===== src/rtl/char_scroll_sequencer_if.sv =====
// Bus bundle between a message source and the scrolling character sequencer.
// The master drives buffer writes and scroll control; the slave returns display-stage strobes.
interface char_scroll_sequencer_if;
    logic       wr_en;
    logic [3:0] wr_addr;
    logic [3:0] wr_data;
    logic [3:0] msg_len;
    logic       run;
    logic       refresh;
    logic [3:0] data;
    logic [1:0] char_position;
    logic       load;
    logic [3:0] window_start;
    logic       busy;

    modport master (
        output wr_en, wr_addr, wr_data, msg_len, run, refresh,
        input  data, char_position, load, window_start, busy
    );

    modport slave (
        input  wr_en, wr_addr, wr_data, msg_len, run, refresh,
        output data, char_position, load, window_start, busy
    );
endinterface


===== src/rtl/char_scroll_sequencer.sv =====
// Scrolls a 16-entry character message through a 4-slot display, one window step per
// prescaler tick, emitting a 4-cycle load burst per redraw.
module char_scroll_sequencer_chk (
    input logic       clk,
    input logic       reset,
    input logic       load,
    input logic       busy,
    input logic [1:0] char_position
);
    logic       prev_load_r;
    logic [1:0] prev_pos_r;

    // Remember the previous strobe so burst continuity can be checked.
    always_ff @(posedge clk) begin
        if (reset) begin
            prev_load_r <= 1'b0;
            prev_pos_r  <= 2'd0;
        end else begin
            prev_load_r <= load;
            prev_pos_r  <= char_position;
        end
    end

    // Load and busy always coincide; a burst never stops before slot 3.
    always @(posedge clk) begin
        if (!reset) begin
            assert (load == busy);
            if (prev_load_r && (prev_pos_r != 2'd3)) begin
                assert (load && (char_position == prev_pos_r + 2'd1));
            end
        end
    end
endmodule

module char_scroll_sequencer #(
    parameter logic [23:0] MAX_COUNT = 24'd10_000_000
) (
    input  logic                   clk,
    input  logic                   reset,
    char_scroll_sequencer_if.slave bus
);
    localparam logic [0:0] ST_IDLE    = 1'b0;
    localparam logic [0:0] ST_REFRESH = 1'b1;
    localparam int         DEPTH      = 16;

    logic [3:0]  mem_r [DEPTH];
    logic [23:0] cnt_r;
    logic [0:0]  state_r;
    logic [1:0]  step_r;
    logic [3:0]  rd_ptr_r;
    logic [3:0]  window_start_r;
    logic [3:0]  data_r;
    logic [1:0]  char_position_r;
    logic        pending_r;
    logic        load_r;
    logic        busy_r;

    logic        tick_s;
    logic        start_s;
    logic [3:0]  ws_next_s;
    logic [3:0]  rd_src_s;
    logic [3:0]  rd_adv_s;

    // Prescaler tick and the decision whether a redraw burst starts this cycle.
    always_comb begin
        tick_s    = 1'b0;
        start_s   = 1'b0;
        ws_next_s = window_start_r;
        if (bus.run && (cnt_r == MAX_COUNT - 24'd1)) begin
            tick_s = 1'b1;
        end else begin
            tick_s = 1'b0;
        end
        case (state_r)
            ST_IDLE: begin
                if (tick_s || pending_r) begin
                    start_s   = 1'b1;
                    ws_next_s = (window_start_r >= bus.msg_len) ? 4'd0 : window_start_r + 4'd1;
                end else if (bus.refresh) begin
                    // A shortened message may leave the window past its end.
                    start_s   = 1'b1;
                    ws_next_s = (window_start_r > bus.msg_len) ? 4'd0 : window_start_r;
                end else begin
                    start_s   = 1'b0;
                    ws_next_s = window_start_r;
                end
            end
            default: begin
                start_s   = 1'b0;
                ws_next_s = window_start_r;
            end
        endcase
    end

    // Buffer index for the slot registered this edge, and its wrapped successor.
    always_comb begin
        rd_src_s = rd_ptr_r;
        rd_adv_s = 4'd0;
        if (start_s) begin
            rd_src_s = ws_next_s;
        end else begin
            rd_src_s = rd_ptr_r;
        end
        if (rd_src_s == bus.msg_len) begin
            rd_adv_s = 4'd0;
        end else begin
            rd_adv_s = rd_src_s + 4'd1;
        end
    end

    // Scroll prescaler: free-runs while enabled, parked at zero otherwise.
    always_ff @(posedge clk) begin
        if (reset) begin
            cnt_r <= 24'd0;
        end else if (!bus.run) begin
            cnt_r <= 24'd0;
        end else if (cnt_r == MAX_COUNT - 24'd1) begin
            cnt_r <= 24'd0;
        end else begin
            cnt_r <= cnt_r + 24'd1;
        end
    end

    // Message buffer; reads elsewhere see the pre-write contents on the same edge.
    always_ff @(posedge clk) begin
        if (reset) begin
            for (int i = 0; i < DEPTH; i++) begin
                mem_r[i] <= 4'd0;
            end
        end else if (bus.wr_en) begin
            mem_r[bus.wr_addr] <= bus.wr_data;
        end
    end

    // Sequencer: the start edge registers slot 0, each REFRESH cycle registers the next slot.
    always_ff @(posedge clk) begin
        if (reset) begin
            state_r         <= ST_IDLE;
            step_r          <= 2'd0;
            rd_ptr_r        <= 4'd0;
            window_start_r  <= 4'd0;
            pending_r       <= 1'b0;
            load_r          <= 1'b0;
            data_r          <= 4'd0;
            char_position_r <= 2'd0;
            busy_r          <= 1'b0;
        end else begin
            case (state_r)
                ST_IDLE: begin
                    window_start_r <= ws_next_s;
                    if (start_s) begin
                        state_r         <= ST_REFRESH;
                        step_r          <= 2'd0;
                        pending_r       <= 1'b0;
                        load_r          <= 1'b1;
                        busy_r          <= 1'b1;
                        char_position_r <= 2'd0;
                        data_r          <= mem_r[rd_src_s];
                        rd_ptr_r        <= rd_adv_s;
                    end else begin
                        load_r <= 1'b0;
                        busy_r <= 1'b0;
                    end
                end
                ST_REFRESH: begin
                    if (tick_s) begin
                        pending_r <= 1'b1;
                    end
                    if (step_r == 2'd3) begin
                        state_r <= ST_IDLE;
                        load_r  <= 1'b0;
                        busy_r  <= 1'b0;
                    end else begin
                        step_r          <= step_r + 2'd1;
                        load_r          <= 1'b1;
                        busy_r          <= 1'b1;
                        char_position_r <= step_r + 2'd1;
                        data_r          <= mem_r[rd_src_s];
                        rd_ptr_r        <= rd_adv_s;
                    end
                end
                default: begin
                    state_r <= ST_IDLE;
                    load_r  <= 1'b0;
                    busy_r  <= 1'b0;
                end
            endcase
        end
    end

    assign bus.data          = data_r;
    assign bus.char_position = char_position_r;
    assign bus.load          = load_r;
    assign bus.window_start  = window_start_r;
    assign bus.busy          = busy_r;

    char_scroll_sequencer_chk u_chk (
        .clk           (clk),
        .reset         (reset),
        .load          (load_r),
        .busy          (busy_r),
        .char_position (char_position_r)
    );
endmodule


===== src/flat_wrapper.sv =====
// flat-port wrapper written by rule: the top's interface ports become plain ports
module char_scroll_sequencer_flat 
#(
    parameter logic [23:0] MAX_COUNT = 24'd10_000_000
)
  (clk, reset, bus_wr_en, bus_wr_addr, bus_wr_data, bus_msg_len, bus_run, bus_refresh, bus_data, bus_char_position, bus_load, bus_window_start, bus_busy);
  char_scroll_sequencer_if bus_i ();
  input  logic clk;
  input  logic reset;
  input wire logic [$bits(bus_i.wr_en)-1:0] bus_wr_en;
  input wire logic [$bits(bus_i.wr_addr)-1:0] bus_wr_addr;
  input wire logic [$bits(bus_i.wr_data)-1:0] bus_wr_data;
  input wire logic [$bits(bus_i.msg_len)-1:0] bus_msg_len;
  input wire logic [$bits(bus_i.run)-1:0] bus_run;
  input wire logic [$bits(bus_i.refresh)-1:0] bus_refresh;
  output wire logic [$bits(bus_i.data)-1:0] bus_data;
  output wire logic [$bits(bus_i.char_position)-1:0] bus_char_position;
  output wire logic [$bits(bus_i.load)-1:0] bus_load;
  output wire logic [$bits(bus_i.window_start)-1:0] bus_window_start;
  output wire logic [$bits(bus_i.busy)-1:0] bus_busy;
  assign bus_i.wr_en = bus_wr_en;
  assign bus_i.wr_addr = bus_wr_addr;
  assign bus_i.wr_data = bus_wr_data;
  assign bus_i.msg_len = bus_msg_len;
  assign bus_i.run = bus_run;
  assign bus_i.refresh = bus_refresh;
  assign bus_data = bus_i.data;
  assign bus_char_position = bus_i.char_position;
  assign bus_load = bus_i.load;
  assign bus_window_start = bus_i.window_start;
  assign bus_busy = bus_i.busy;
  char_scroll_sequencer #(.MAX_COUNT(MAX_COUNT)) u_core (.clk(clk), .reset(reset), .bus(bus_i));
endmodule

===== config.mk =====
export PLATFORM = sky130hd
export DESIGN_NAME = char_scroll_sequencer_flat
export DESIGN_NICKNAME = d
export VERILOG_FILES = /design/src/rtl/char_scroll_sequencer_if.sv /design/src/rtl/char_scroll_sequencer.sv /design/src/flat_wrapper.sv
export SDC_FILE = /design/constraint.sdc
export NUM_CORES = 1
export LEC_CHECK = 0
export BUFFER_PORTS_ARGS = -buffer_cell sky130_fd_sc_hd__buf_2
export CAP_MARGIN = 20
export CORE_ASPECT_RATIO = 0.8
export CORE_MARGIN = 1.5
export CORE_UTILIZATION = 65
export DETAILED_ROUTE_END_ITERATION = 10
export PLACE_DENSITY = 0.91
export SLEW_MARGIN = 10
export SYNTH_ARGS = -nofsm -noshare
export SYNTH_HDL_FRONTEND = slang
export SYNTH_HIERARCHICAL = 1
export SYNTH_SLANG_ARGS = --single-unit

===== constraint.sdc =====
create_clock -name clk -period 4.6 [get_ports clk]
set_input_delay 0.69 -clock clk [delete_from_list [all_inputs] [get_ports clk]]
set_output_delay 0.69 -clock clk [all_outputs]
set_load 0.02 [all_outputs]

==> results_tabular.tex <==
\begin{tabular}{lr}
\hline
Metric & Value \\
\hline
\multicolumn{2}{l}{\textbf{Hold path}} \\
\quad Hold/Removal Path Class & register to register \\
\quad Min-Delay Endpoint & u\_core/cnt\_r[0] \\
\quad Min-Delay Path Depth & 1 \\
\quad HP Start & u\_core/cnt\_r[0] \\
\multicolumn{2}{l}{\textbf{Die}} \\
\quad Starting Density & 66.9\% \\
\quad CORE AREA & 7950 um\^{}2 \\
\quad Die Width & $\sim$100 um \\
\quad Die footprint & 8740 um\^{}2 \\
\quad Site Rows & 29 \\
\quad I/O pin count & 29 \\
\quad Vertical die dimension & 83.9 um \\
\multicolumn{2}{l}{\textbf{Outcome}} \\
\quad Status & completed \\
\multicolumn{2}{l}{\textbf{Synthesis}} \\
\quad Post-Syn Nets & between 500 and 600 \\
\quad Number of library cell types mapped by synthesis & 61 \\
\quad Fraction of registers with async set or reset after synthesis & 0\% \\
\quad Synthesis Warnings & 6 \\
\quad Post-Synthesis Mean Instance Area & 10.8 um\^{}2 \\
\quad Sequential-to-total area share from yosys stat & 51.2\% \\
\quad Top\_reg\_cell synth & edfxtp\_1 \\
\quad Leading cell types by total area after synthesis & edfxtp\_1 36\%, dfxtp\_1 15\%, and2\_1 7.9\%, mux2i\_1 5.1\%, nor2\_1 3.7\% \\
\quad Netlist area before placement & 5320 um\^{}2 \\
\quad FF+latch count, synth & 104 \\
\quad Top cell type by total area after synthesis & edfxtp\_1 \\
\quad Gate count after technology mapping & 494 \\
\quad Post-synth EDFFs & 64 \\
\quad Fraction of synthesized cell area taken by the top area cell type & a little over a third \\
\multicolumn{2}{l}{\textbf{Job}} \\
\quad Max-cap viol count & 0 \\
\multicolumn{2}{l}{\textbf{Pwr}} \\
\quad Sw power & 495 uW \\
\quad P\_int & 1390 uW \\
\quad Power density relative to cell area & roughly 330 nW/um\^{}2 \\
\quad Leak Pwr & roughly 0.0021 uW \\
\quad Clk pwr share & 32.0\% \\
\quad Logic gate share of total power & 12.0\% \\
\quad Switching share of power & 26.2\% \\
\quad Sequential power share & between 50\% and 60\% \\
\quad Largest vdd supply drop & 0.256 mV \\
\multicolumn{2}{l}{\textbf{CTS}} \\
\quad Register clock-pin slew on the reported worst setup and hold paths & roughly 100 ps \\
\quad Number of sinks on the clock net & roughly 100 \\
\quad Clock latency of the later-clocked register in the worst-skew pair & 370 ps \\
\quad Largest buffer count on any clock path & 2 \\
\quad Hold-fix buffer count after cts & 0 \\
\quad Clk root buf & clkbuf\_8 \\
\quad Number of cells upsized or downsized after cts & 0 \\
\quad Setup repair bufs after CTS & 0 \\
\quad Clock tree from TritonCTS & built \\
\quad Clock H-tree levels & 3 \\
\quad Clock buffer count from CTS & 9 \\
\multicolumn{2}{l}{\textbf{Timing}} \\
\quad Slew of the pin with the lowest slew margin & 916 ps \\
\quad Highest achievable clock rate & about 290 MHz \\
\quad RSZ-0062 raised after global routing & false \\
\quad Total negative slack & 0 ps \\
\quad Worst setup skew after layout & 9.84 ps \\
\quad Relative slew margins & 38.9\% \\
\quad Setup violation total in the final timing report & 0 \\
\quad Post-route clock period utilization & 76.1\% \\
\quad Post-layout minimum cycle time & 3500 ps \\
\quad Number of pins with negative max-slew slack in the final report & 0 \\
\quad Hold violation total from the final report & 0 \\
\multicolumn{2}{l}{\textbf{Critical path}} \\
\quad Launch point of the worst reg-to-reg path & u\_core/bus.window\_start[1] \\
\quad Top delay family on crit path & compound AO/OA/AOI/OAI gates \\
\quad Cell occurring most often along the worst timing path & mux2i\_1 \\
\quad Crit Reg-Reg Endpoint & u\_core/bus.data[2] \\
\quad Biggest fanout along the worst timing path & 18 \\
\quad Critical Path Start Type & input port \\
\quad Count of buffering cells on the critical path with inverters included & 3 \\
\quad Type of the worst setup path & input port to register \\
\quad Worst EP arrival & 3760 ps \\
\quad Critical path endpoint category & register \\
\quad WP data required & 4860 ps \\
\quad Max stage delay on crit path & 450 ps \\
\quad Cell at the slowest stage of the critical path & o211ai\_1 \\
\quad Slack of the worst reg-to-reg path & 1120 ps \\
\quad Worst reg2reg path depth & 11 \\
\quad Cells along the critical path & buf\_2 -> inv\_1 -> ha\_1 -> nor2b\_1 -> o211ai\_1 -> a41oi\_1 -> mux2i\_1 -> o21a\_1 -> buf\_4 -> mux2i\_1 -> mux2\_2 -> a211oi\_1 -> a221o\_1 \\
\multicolumn{2}{l}{\textbf{Placed design}} \\
\quad Number of buffer cells added on primary ports & 28 \\
\quad Routability cong. & 0.894 \\
\quad Total half-perimeter wirelength after legalization and detailed placement & 8270 um \\
\multicolumn{2}{l}{\textbf{Finish}} \\
\quad Most frequent standard cell in the layout excluding fill and tap cells & and2\_1 \\
\quad Post-Route Utilization & 72.2\% \\
\quad Most frequent cells in the layout & 67 x and2\_1, 64 x edfxtp\_1, 53 x nor2\_1, 40 x dfxtp\_1, 28 x buf\_2 \\
\quad \# diodes & 0 \\
\quad Net count reported at finish & approximately 540 \\
\quad Number of filler cells placed in the layout & 557 \\
\quad Fraction of final layout cells with drive strength greater than 1 & 16.9\% \\
\quad Sequential Area & 2720 um\^{}2 \\
\quad Area delta synth->final & 7.83\% \\
\quad Area of the multi-input gates & between 2000 and 2500 um\^{}2 \\
\multicolumn{2}{l}{\textbf{Route}} \\
\quad Number of nets with antenna violations after routing & 0 \\
\quad Detailed-route wire length per cell & between 15 and 20 um \\
\quad Number of optimization iterations in the first detailed-route pass & 5 \\
\quad Initial detailed-routing violation count & 280 \\
\quad Wire length after detailed routing & about 12000 um \\
\quad Post-detailed-route DRC marker count & 0 \\
\quad Vias per Instance & 6.16 \\
\quad Routed vias & approximately 3900 \\
\multicolumn{2}{l}{\textbf{Global routing}} \\
\quad Wire length of the first global-routing pass & around 19000 um \\
\quad Maximum number of pins on one net before global-route repair & 33 \\
\quad Number of global-route vias before repair & 3748 \\
\quad Number of antenna violations at the first check in global routing & 0 \\
\quad Overall track demand over capacity in global routing & 27.6\% \\
\quad Remaining global-route overflow & 0 \\
\hline
\end{tabular}
[power groups by stage]
stage                     Sequential [uW]  Combinational [uW]  Clock [uW]
after floorplan                      1070                 163           0
after global placement               1080                 213           0
after detailed placement             1080                 223           0
after CTS                            1060                 223         616
after global routing                 1060                 244         646
final                                1060                 227         605
[metrics by stage]
stage	hold WS (ps)	instances	power, uW	area, um^2	worst slack (ps)
floorplan	418	494	1240	5320	1350
global placement	428	614	1290	5510	859
detailed placement	433	614	1300	5510	772
CTS	453	630	1900	5740	1140
global route	494	630	1950	5740	884
finish	451	630	1890	5740	1100
[cell type report]
class	instances	share of cell area [%]
clock buffers	11	3.03
clock inverters	5	0.894
inverters	11	0.785
multi-input cells	362	42.9
flip-flops and latches	104	47.5
well taps	108	2.36
repair buffers	29	2.57
[synth_stat cells, types with 3 or more instances]
| master | instances |
|---|---|
| nor3_1 | 10 |
| buf_4 | 3 |
| mux2i_1 | 27 |
| a22o_1 | 3 |
| a221o_1 | 4 |
| and3_1 | 7 |
| a211oi_1 | 5 |
| nor3b_1 | 4 |
| or2_2 | 17 |
| xor2_1 | 10 |
| o22ai_1 | 4 |
| nand3_1 | 14 |
| ha_1 | 8 |
| edfxtp_1 | 64 |
| o21ai_0 | 8 |
| nand2_1 | 20 |
| clkbuf_1 | 11 |
| a21oi_1 | 13 |
| xnor2_1 | 12 |
| a31oi_1 | 3 |
| a22oi_1 | 3 |
| nand4_1 | 4 |
| a221oi_1 | 5 |
| nor2b_1 | 3 |
| and2_1 | 67 |
| inv_1 | 9 |
| dfxtp_1 | 40 |
| a21o_1 | 3 |
| mux2_2 | 13 |
| or3_1 | 6 |
| nand2b_1 | 6 |
| nor2_1 | 53 |
[state kept, by name, summed over array words and instances (netlist names)]
signal                    flops
u_core/bus.busy               1
u_core/bus.char_position      2
u_core/bus.data               4
u_core/bus.window_start       4
u_core/cnt_r                 24
u_core/mem_r                 64
u_core/pending_r              1
u_core/rd_ptr_r               4
[metal layers]
| metal | global-route usage, % | up-vias | wire length [um] |
|---|---|---|---|
| met5 | 0 | - | 0 |
| met4 | 8.08 | 0 | 142 |
| met3 | 7.34 | 17 | 883 |
| met2 | 44.9 | 155 | 5540 |
| met1 | 36.5 | 1878 | 5000 |
| li1 | - | 1828 | - |
[cells by family after synthesis]
logic type | count (synthesis) | synth area share [%]
multiplexers | 40 | 7.83
flip-flops | 104 | 51.2
XOR/XNOR | 22 | 3.62
AO/OA/AOI/OAI | 66 | 8.96
buffers and inverters | 28 | 2.56
adder cells (fa/ha/maj) | 8 | 1.88
AND/OR/NAND/NOR | 226 | 23.9
[how the worst max path moves through the flow]
| stage | startpoint | endpoint | slack, ps | depth (start not counted) |
|---|---|---|---|---|
| 5_1_grt | u_core/bus.window_start[1] | u_core/bus.data[1] | 880 | 11 |
| 3_5_place_dp | bus_msg_len[1] | u_core/bus.data[2] | 770 | 13 |
| 4_1_cts | bus_msg_len[1] | u_core/bus.data[2] | 1140 | 13 |
| 2_1_floorplan | bus_msg_len[1] | u_core/rd_ptr_r[3] | 1350 | 12 |
| 6_report | bus_msg_len[1] | u_core/bus.data[2] | 1100 | 13 |
| 3_3_place_gp | bus_msg_len[1] | u_core/rd_ptr_r[3] | 860 | 13 |
Power figures use the tool's default switching activity.
